===== src/rtl/perf_pkg.sv =====
// Shared types and default sizes for the performance-counter dump block.
package perf_pkg;

   localparam int unsigned PERF_CNT_WIDTH = 32;
   localparam int unsigned PERF_EVENT_NUM = 16;
   localparam int unsigned PERF_ID_WIDTH  = $clog2(PERF_EVENT_NUM);

   typedef enum logic [1:0] {
      PD_IDLE  = 2'd0,
      PD_SNAP  = 2'd1,
      PD_DRAIN = 2'd2
   } dump_state_t;

   // Beat payload at the default sizes
   typedef struct packed {
      logic [PERF_ID_WIDTH-1:0]  id;
      logic [PERF_CNT_WIDTH-1:0] cnt;
      logic                      ovf;
      logic                      last;
   } perf_beat_t;

endpackage


===== src/rtl/perf_counter_cell.sv =====
// One event counter with sticky wrap flag and a shadow copy taken on snap.
module perf_counter_cell
   import perf_pkg::*;
#(
   parameter int unsigned CNT_WIDTH = PERF_CNT_WIDTH
) (
   input  logic                 clk,
   input  logic                 rst,
   input  logic                 inc,
   input  logic                 clear,
   input  logic                 snap,
   input  logic                 clr_on_snap,
   output logic [CNT_WIDTH-1:0] shadow_o,
   output logic                 sovf_o
);

   logic [CNT_WIDTH-1:0] cnt_q, cnt_d;
   logic [CNT_WIDTH-1:0] shadow_q, shadow_d;
   logic                 ovf_q, ovf_d;
   logic                 sovf_q, sovf_d;

   // Shadow always takes the pre-update value; clear beats clear-on-snap beats increment
   always_comb begin
      cnt_d    = cnt_q;
      ovf_d    = ovf_q;
      shadow_d = shadow_q;
      sovf_d   = sovf_q;
      if (snap) begin
         shadow_d = cnt_q;
         sovf_d   = ovf_q;
      end
      if (clear) begin
         cnt_d = '0;
         ovf_d = 1'b0;
      end else if (snap && clr_on_snap) begin
         cnt_d = CNT_WIDTH'(inc);
         ovf_d = 1'b0;
      end else if (inc) begin
         cnt_d = cnt_q + CNT_WIDTH'(1);
         if (cnt_q == '1) begin
            ovf_d = 1'b1;
         end
      end
   end

   always_ff @(posedge clk) begin
      if (!rst) begin
         cnt_q    <= '0;
         ovf_q    <= 1'b0;
         shadow_q <= '0;
         sovf_q   <= 1'b0;
      end else begin
         cnt_q    <= cnt_d;
         ovf_q    <= ovf_d;
         shadow_q <= shadow_d;
         sovf_q   <= sovf_d;
      end
   end

   assign shadow_o = shadow_q;
   assign sovf_o   = sovf_q;

endmodule


===== src/rtl/perf_counter_dump.sv =====
// Event counter bank with snapshot-and-drain readout over a valid/ready beat stream.
module perf_counter_dump
   import perf_pkg::*;
#(
   parameter int unsigned  EVENT_NUM     = PERF_EVENT_NUM,
   parameter int unsigned  CNT_WIDTH     = PERF_CNT_WIDTH,
   parameter bit           CLEAR_ON_DUMP = 1'b0,
   localparam int unsigned ID_WIDTH      = $clog2(EVENT_NUM)
) (
   input  logic                 clk,
   input  logic                 rst,
   input  logic                 en_i,
   input  logic [EVENT_NUM-1:0] event_i,
   input  logic                 clear_i,
   input  logic                 dump_req_i,
   output logic                 dump_busy_o,
   output logic                 out_valid_o,
   input  logic                 out_ready_i,
   output logic [ID_WIDTH-1:0]  out_id_o,
   output logic [CNT_WIDTH-1:0] out_cnt_o,
   output logic                 out_ovf_o,
   output logic                 out_last_o
);

   localparam logic [ID_WIDTH-1:0] LAST_ID = ID_WIDTH'(EVENT_NUM - 1);

   typedef struct packed {
      logic [ID_WIDTH-1:0]  id;
      logic [CNT_WIDTH-1:0] cnt;
      logic                 ovf;
      logic                 last;
   } beat_t;

   dump_state_t          state_q, state_d;
   logic [ID_WIDTH-1:0]  idx_q, idx_d;
   logic                 busy_q, busy_d;
   logic                 valid_q, valid_d;
   logic                 snap_c;
   logic                 hs_c;
   beat_t                beat_c;
   logic [CNT_WIDTH-1:0] shadow [EVENT_NUM];
   logic [EVENT_NUM-1:0] sovf;

   assign snap_c = (state_q == PD_SNAP);
   assign hs_c   = valid_q && out_ready_i;

   for (genvar i = 0; i < int'(EVENT_NUM); i++) begin : g_cell
      perf_counter_cell #(
         .CNT_WIDTH(CNT_WIDTH)
      ) u_cell (
         .clk        (clk),
         .rst        (rst),
         .inc        (en_i & event_i[i]),
         .clear      (clear_i),
         .snap       (snap_c),
         .clr_on_snap(CLEAR_ON_DUMP),
         .shadow_o   (shadow[i]),
         .sovf_o     (sovf[i])
      );
   end

   // Dump sequencing; requests outside IDLE are dropped
   always_comb begin
      state_d = state_q;
      idx_d   = idx_q;
      case (state_q)
         PD_IDLE: begin
            if (dump_req_i) begin
               state_d = PD_SNAP;
            end
         end
         PD_SNAP: begin
            state_d = PD_DRAIN;
            idx_d   = '0;
         end
         PD_DRAIN: begin
            if (hs_c) begin
               if (idx_q == LAST_ID) begin
                  state_d = PD_IDLE;
               end else begin
                  idx_d = idx_q + ID_WIDTH'(1);
               end
            end
         end
         default: begin
            state_d = PD_IDLE;
         end
      endcase
      busy_d  = (state_d != PD_IDLE);
      valid_d = (state_d == PD_DRAIN);
   end

   always_ff @(posedge clk) begin
      if (!rst) begin
         state_q <= PD_IDLE;
         idx_q   <= '0;
         busy_q  <= 1'b0;
         valid_q <= 1'b0;
      end else begin
         state_q <= state_d;
         idx_q   <= idx_d;
         busy_q  <= busy_d;
         valid_q <= valid_d;
      end
   end

   // Payload is zero whenever no beat is offered
   always_comb begin
      beat_c = '0;
      if (valid_q) begin
         beat_c.id   = idx_q;
         beat_c.cnt  = shadow[idx_q];
         beat_c.ovf  = sovf[idx_q];
         beat_c.last = (idx_q == LAST_ID);
      end
   end

   assign dump_busy_o = busy_q;
   assign out_valid_o = valid_q;
   assign out_id_o    = beat_c.id;
   assign out_cnt_o   = beat_c.cnt;
   assign out_ovf_o   = beat_c.ovf;
   assign out_last_o  = beat_c.last;

endmodule


===== config.mk =====
export PLATFORM = sky130hd
export DESIGN_NAME = perf_counter_dump
export DESIGN_NICKNAME = d
export VERILOG_FILES = /design/src/rtl/perf_pkg.sv /design/src/rtl/perf_counter_cell.sv /design/src/rtl/perf_counter_dump.sv
export SDC_FILE = /design/constraint.sdc
export NUM_CORES = 2
export LEC_CHECK = 0
export BUFFER_PORTS_ARGS = -buffer_cell sky130_fd_sc_hd__buf_2
export CORE_ASPECT_RATIO = 0.7
export CORE_MARGIN = 8
export CORE_UTILIZATION = 36
export DETAILED_ROUTE_END_ITERATION = 8
export HOLD_SLACK_MARGIN = 0.08
export PLACE_DENSITY = 0.61
export SLEW_MARGIN = 5
export SYNTH_ARGS = -nofsm -noshare
export SYNTH_HDL_FRONTEND = slang
export SYNTH_HIERARCHICAL = 1
export SYNTH_SLANG_ARGS = --single-unit
export TNS_END_PERCENT = 20

===== constraint.sdc =====
create_clock -name clk -period 2.78 [get_ports clk]
set_clock_uncertainty 0.1 [all_clocks]
set_input_delay 0.417 -clock clk [delete_from_list [all_inputs] [get_ports clk]]
set_output_delay 0.417 -clock clk [all_outputs]
set_load 0.005 [all_outputs]

-- After elaboration in Yosys (flattened, before gate mapping)
Index checks and enable logic that the tools add are counted.
- memory bits (read-only): 0
- input port bits: 22
- bits in latches: 0
- word-level logic and storage cells: 162
- register bits after elaboration: 1064
- memories kept: 0
- memory bits (writable): 0
- shifts and indexed selects: 0
- $add $sub $neg: 17
- equality and inequality tests: 22
- muxes and demuxes: 13
- div/mod/pow operators: 0
- magnitude comparators: 2
- bitwise logic cells: 18
- reductions and logical operators: 22
- multipliers: 0
- operator list (cell ; count):
    adder 32 x 1 -> 32 bit (second input constant) ; 16
    == test 32 bit (second input constant) ; 16
    binary-select mux 32 bit (select 4 bit) ; 1
    2-to-1 mux 32 bit ; 2
    2-to-1 mux 38 bit ; 1
    AND reduction 2 bit ; 16
    AND 1 bit ; 16
    2-to-1 mux 4 bit ; 2
    one-hot mux 4 bit (2 select lines) ; 1
    2-to-1 mux 2 bit ; 3
    one-hot mux 2 bit (3 select lines) ; 1
    >= comparator 5 bit (second input constant) ; 1
    < comparator 4 x 5 -> 1 bit (second input constant) ; 1
    NOT 4 -> 5 bit ; 1
    adder 4 x 1 -> 4 bit (second input constant) ; 1
    binary-select mux 1 bit (select 4 bit) ; 1
    == test 2 bit (second input constant) ; 2
    == test 4 bit (second input constant) ; 1
    inequality test 2 bit (second input constant) ; 2
    nonzero test 2 bit ; 2
    AND reduction 3 bit ; 1
    == test 2 x 1 -> 1 bit (second input constant) ; 1
    zero test 2 bit ; 1
    OR reduction 2 bit ; 1
    other kinds (3) ; 3

-- Longest topological paths before layout
- depth after elaboration: 5
- mapped depth: 8
- mapped depth without buffers: 6

-- By module
Netlist, hierarchy kept.
- modules (own cells, without submodules) (module ; cells an instance ; area each (sq um) ; instances ; seq. area each (sq um)):
    perf_counter_cell (g_cell[0].u_cell ...) ; 287 ; 2811.4 ; 15 ; 1321.3
    perf_counter_dump ; 615 ; 5109.9 ; 1 ; 160.2
    perf_counter_cell (g_cell[9].u_cell) ; 295 ; 2864.0 ; 1 ; 1321.3

-- Least setup slack after synthesis
Ideal clock, no wire load.
- kind: in2reg
- from: input port en_i
- to: register g_cell[9].u_cell.cnt_q[28]
- arrival: 2.256 ns
- stages on the path: 8
- buffers on the path: 3
- required time: 2.610 ns
- slack: 0.354 ns
- path through: clkbuf_1 and2_1 buf_4 nand4_4 or4_4 buf_6 or4_1 a21oi_1
- cells in the longest elaborated chain, start to end: 1
- RTL lines (element ; RTL line ; source):
    from (decl) ; perf_counter_dump.sv:12 ; input logic en_i,
    AND 1 bit ; perf_counter_dump.sv:53 ; .inc (en_i & event_i[i]),
    to (signal assigned) ; perf_counter_cell.sv:53 ; cnt_q <= cnt_d;
    to (decl) ; perf_counter_cell.sv:17 ; logic [CNT_WIDTH-1:0] cnt_q, cnt_d;
No other way between the ends.
A chain may end at the register's enable or synchronous reset.

-- Worst setup path after layout
- from: register idx_q[0]
- to: output port out_cnt_o[0]
- cells in the longest elaborated chain, start to end: 5
- RTL lines (element ; RTL line ; source):
    from (decl) ; perf_counter_dump.sv:35 ; logic [ID_WIDTH-1:0] idx_q, idx_d;
    from (signal assigned) ; perf_counter_dump.sv:101 ; idx_q <= idx_d;
    NOT 4 -> 5 bit (implied by the code) ; perf_counter_dump.sv:112 ; beat_c.cnt = shadow[idx_q];
    binary-select mux 32 bit (select 4 bit) ; perf_counter_dump.sv:112 ;
    2-to-1 mux 32 bit (implied by the code) (2 in a row) ; perf_counter_dump.sv:112 ;
    2-to-1 mux 38 bit ; perf_counter_dump.sv:110 ; if (valid_q) begin
    to (decl) ; perf_counter_dump.sv:20 ; output logic [CNT_WIDTH-1:0] out_cnt_o,
No other way between the ends. The select of a mux whose other input is x is not followed.

==> impl_metrics.prom <==
# TYPE chip_impl_metric gauge
chip_impl_metric{name="number_of_antenna_violations_at_the_first_check_in_global_routing",unit=""} 4
chip_impl_metric{name="final_net_count",unit=""} 5393
chip_impl_metric{name="grt_first_pass_wirelength",unit="mm"} 229
chip_impl_metric{name="top_level_pins",unit=""} 62
chip_impl_metric{name="cell_area_power_density",unit="nW/um2"} 549
chip_impl_metric{name="globalRoute.totalOverflow",unit=""} 0
chip_impl_metric{name="antenna_left",unit=""} 0
chip_impl_metric{name="fp.dieH",unit="um"} 328
chip_impl_metric{name="fillerInstances",unit=""} 13294
chip_impl_metric{name="pre_cts_setup_slack",unit="ns"} 0.124
chip_impl_metric{name="tritoncts.num_buffers",unit=""} 101
chip_impl_metric{name="crit_fanout",unit=""} 7
chip_impl_metric{name="placed_area",unit="um2"} 53500
chip_impl_metric{name="design_power_total",unit="mW"} 32.0
chip_impl_metric{name="synth.avg_cell_area",unit="um2"} 9.62
chip_impl_metric{name="synth-seq-cells",unit=""} 1064
chip_impl_metric{name="min_period_over_period",unit="%"} 114
chip_impl_metric{name="totalNegativeSetupSlack",unit="ns"} -9.88
chip_impl_metric{name="drive_gt1_share",unit="%"} 13.0
chip_impl_info{name="cpLargestDelayFamily",value="buffers and inverters"} 1
chip_impl_metric{name="vias_in_the_first_global_route",unit=""} 35718
chip_impl_metric{name="holdWs",unit="ns"} 0.103
chip_impl_info{name="clock_tree_from_tritoncts",value="done"} 1
chip_impl_metric{name="vias",unit=""} 40399
chip_impl_info{name="failed_checks",value="setup timing"} 1
chip_impl_info{name="hold_end",value="g_cell[13].u_cell/cnt_q[0]$_SDFFE_PP0P_"} 1
chip_impl_metric{name="fp.dieW",unit="um"} 462
chip_impl_metric{name="path_clk_slew",unit="ns"} 0.07
chip_impl_metric{name="timing.slew.headroom",unit="%"} 54.0
chip_impl_metric{name="worst_case_setup_margin_in_the_final_layout",unit="ns"} -0.388
chip_impl_metric{name="design.die.area",unit="um2"} 152000
chip_impl_metric{name="synth_cells",unit=""} 5215
chip_impl_info{name="ys.flop_type",value="sky130_fd_sc_hd__dfxtp_1"} 1
chip_impl_metric{name="post-route-util",unit="%"} 42.1
chip_impl_metric{name="drt_iter0_markers",unit=""} 4124
chip_impl_info{name="synth.top_cells.by_area",value="sky130_fd_sc_hd__dfxtp_1, sky130_fd_sc_hd__mux2i_1, sky130_fd_sc_hd__nor2b_1, sky130_fd_sc_hd__a21oi_1, sky130_fd_sc_hd__nand4_1"} 1
chip_impl_info{name="synthMostInstantiatedCell",value="sky130_fd_sc_hd__dfxtp_1"} 1
chip_impl_metric{name="insertion_delay",unit="ns"} 0.74
chip_impl_metric{name="timing.reg2reg.worst_path_depth",unit=""} 8
chip_impl_info{name="crit_slowest_cell",value="sky130_fd_sc_hd__mux2i_1"} 1
chip_impl_metric{name="worst_slew_pin_slew",unit="ns"} 0.684
chip_impl_info{name="ys_top_cells_by_count",value="sky130_fd_sc_hd__dfxtp_1, sky130_fd_sc_hd__mux2i_1, sky130_fd_sc_hd__nor2b_1"} 1
chip_impl_metric{name="report.final.slew_viol_count",unit=""} 0
chip_impl_metric{name="num_rows",unit=""} 114
chip_impl_metric{name="yosysWarningCount",unit=""} 6
chip_impl_metric{name="timing.critical_path.required",unit="ns"} 2.26
chip_impl_metric{name="routed_wirelength",unit="mm"} 153
chip_impl_info{name="worstSetupPathType",value="register to output port"} 1
chip_impl_metric{name="max_cap_viols",unit=""} 0
chip_impl_metric{name="netlist_area",unit="um2"} 50100
chip_impl_metric{name="synth.lib_cells_used.distinct",unit=""} 54
chip_impl_metric{name="route.detailed.wl_per_inst",unit="um"} 21.0
chip_impl_metric{name="fmaxAchievable",unit="MHz"} 316
chip_impl_info{name="r2r-end",value="state_q[0]$_SDFF_PN0_"} 1
chip_impl_metric{name="p_leak",unit="nW"} 18.2
chip_impl_metric{name="cts.sinks",unit=""} 1064
chip_impl_metric{name="setup-violations-final",unit=""} 34
chip_impl_metric{name="cp_data_arrival_time",unit="ns"} 2.65
chip_impl_info{name="status",value="finished, violations left"} 1
chip_impl_metric{name="yosys.area.top_type_share",unit="%"} 42.5
chip_impl_metric{name="period_needed",unit="ns"} 3.17
chip_impl_metric{name="final_cell_area",unit="um2"} 58200
chip_impl_info{name="rr_startpoint",value="idx_q[0]$_SDFFE_PN0P_"} 1
chip_impl_metric{name="timing.hold.worst_path_depth",unit=""} 4
chip_impl_metric{name="io_buffer_count",unit=""} 61
chip_impl_metric{name="hpwlAfterDp",unit="mm"} 111
chip_impl_metric{name="cts_max_path_buffers",unit=""} 3
chip_impl_metric{name="floorplan.initialDensity",unit="%"} 36.3
chip_impl_metric{name="areaGrowthSynthToFinish",unit="%"} 16.1
chip_impl_info{name="critical_path.startpoint_type",value="register"} 1
chip_impl_info{name="hold_path.startpoint",value="event_i[13]"} 1
chip_impl_metric{name="detail_route.vias_per_cell",unit=""} 5.54
chip_impl_metric{name="ff2ff_setup_slack",unit="ns"} 0.32
chip_impl_info{name="root_buffer",value="sky130_fd_sc_hd__clkbuf_16"} 1
chip_impl_info{name="cpMostUsedCell",value="sky130_fd_sc_hd__buf_12"} 1
chip_impl_metric{name="core_region_area",unit="um2"} 138000
chip_impl_info{name="end_kind",value="output port"} 1
chip_impl_info{name="yosys.area.top_type",value="sky130_fd_sc_hd__dfxtp_1"} 1
chip_impl_metric{name="synth-seq-area-share",unit="%"} 42.5
chip_impl_metric{name="dpl.cell_count",unit=""} 7070
chip_impl_metric{name="finalNonFillerCells",unit=""} 7291
chip_impl_metric{name="drt_drc_violations_left",unit=""} 0
chip_impl_info{name="holdCritPathClass",value="primary input to register"} 1
chip_impl_metric{name="grt_max_degree",unit=""} 73
chip_impl_metric{name="gp_congestion",unit=""} 0.943
chip_impl_metric{name="async_flop_share",unit="%"} 0
chip_impl_metric{name="path_buf_inv",unit=""} 4
chip_impl_info{name="rsz_0062_raised_after_global_routing",value="true"} 1
chip_impl_metric{name="critical_path_cell_count",unit=""} 8
chip_impl_metric{name="htreeDepth",unit=""} 3
chip_impl_metric{name="worst_path_largest_cell_delay",unit="ns"} 0.53
chip_impl_metric{name="total_global_routing_track_utilization",unit="%"} 19.2
chip_impl_metric{name="drt_first_pass_iters",unit=""} 6
chip_impl_metric{name="synth-edff-count",unit=""} 0
chip_impl_info{name="crit_chain",value="buf_12 -> buf_12 -> buf_6 -> mux2i_1 -> a22oi_1 -> nand2_1 -> o21ai_1 -> buf_2"} 1
chip_impl_metric{name="final_hold_violations",unit=""} 0
chip_impl_metric{name="vdd.ir_drop.worst",unit="mV"} 0.463
cells in the final DEF (no fill, tap or decap), drive strengths merged, types with 17 or more instances in the layout:
cell    Yosys  final
dfxtp    1064   1064
mux2i     836    836
nor2b     530    530
buf       100    282
a21oi     247    247
nor2      231    232
nand4     224    224
nand2     219    219
or3       174    174
nand3     162    162
clkbuf    174    156
o21ai     150    150
or4       149    149
o31ai     132    132
xor2      130    130
a22oi     114    114
and4      110    110
and2       84     84
inv        82     82
xnor2      63     63
nor3       47     47
nand2b     36     36
nor4       31     31
ha         21     21
clkinv      0     21
and3       19     19
conb        1     17
per-layer routing:
| layer | vias up | track usage (%) | wire (um) |
|---|---|---|---|
| met5 | - | 0 | 0 |
| li1 | 19322 | - | - |
| met2 | 1152 | 24.7 | 57400 |
| met3 | 211 | 3.95 | 11000 |
| met4 | 0 | 5.54 | 4690 |
| met1 | 19714 | 31.1 | 79900 |
power breakdown:
group,internal (mW),switching (mW)
Sequential,15.3,0.0310
Combinational,0.835,1.11
Clock,8.48,6.25
layout make-up:
class | count | area [um2] | area share [%]
antenna | 2 | 5.00 | 0.00859
clock buffer | 154 | 3080 | 5.29
clock inverter | 32 | 430 | 0.739
inverter | 82 | 308 | 0.529
multi-input combinational | 3812 | 28000 | 48.1
sequential | 1064 | 21300 | 36.6
tap | 1856 | 2320 | 3.99
timing repair buffer | 289 | 2740 | 4.70
sequential cells by signal (all words and copies together), names as in the netlist:
signal and count:
g_cell.u_cell/sovf_o 16, dump_busy_o 1, out_valid_o 1, idx_q 4, g_cell.u_cell/cnt_q 512, g_cell.u_cell/shadow_o 512, g_cell.u_cell/ovf_q 16, state_q 2
tightest hold or removal path, cell delays in order:
cell and delay [ns]:
sky130_fd_sc_hd__buf_2 0.10, sky130_fd_sc_hd__and2_1 0.21, sky130_fd_sc_hd__xor2_1 0.09, sky130_fd_sc_hd__nor2_1 0.07
cells by family (layout without fill, tap and decap cells):
family | Yosys count | in the layout | share of synthesized area [%]
compound gates | 700 | 700 | 8.59
xor+xnor | 193 | 193 | 3.37
fa+ha+maj | 21 | 21 | 0.524
buf+inv | 356 | 557 | 3.28
flops | 1064 | 1064 | 42.5
mux | 846 | 846 | 17.1
other cells | 1 | 19 | 0.00748
simple gates | 2034 | 2035 | 24.6
worst max path at each step:
stage | endpoint | slack, ns | start
finish | out_cnt_o[0] | -0.39 | idx_q[0]$_SDFFE_PN0P_
global placement | out_cnt_o[10] | 0.11 | idx_q[0]$_SDFFE_PN0P_
detailed placement | g_cell[4].u_cell/cnt_q[19]$_SDFFE_PP0P_ | 0.12 | en_i
floorplan | g_cell[9].u_cell/cnt_q[28]$_SDFFE_PP0P_ | 0.35 | en_i
CTS | out_cnt_o[4] | -0.38 | idx_q[0]$_SDFFE_PN0P_
global route | out_cnt_o[29] | -0.40 | idx_q[0]$_SDFFE_PN0P_
what timing repair did:
action	4_1_cts	5_1_grt
pin swaps	20	14
endpoints found under the hold margin	4	0
hold buffers	4	0
setup endpoints to repair	34	34
cloned	5	2
resized for setup	124	65
setup buffers	18	4
Note: power is estimated with default switching activity, not from simulation.
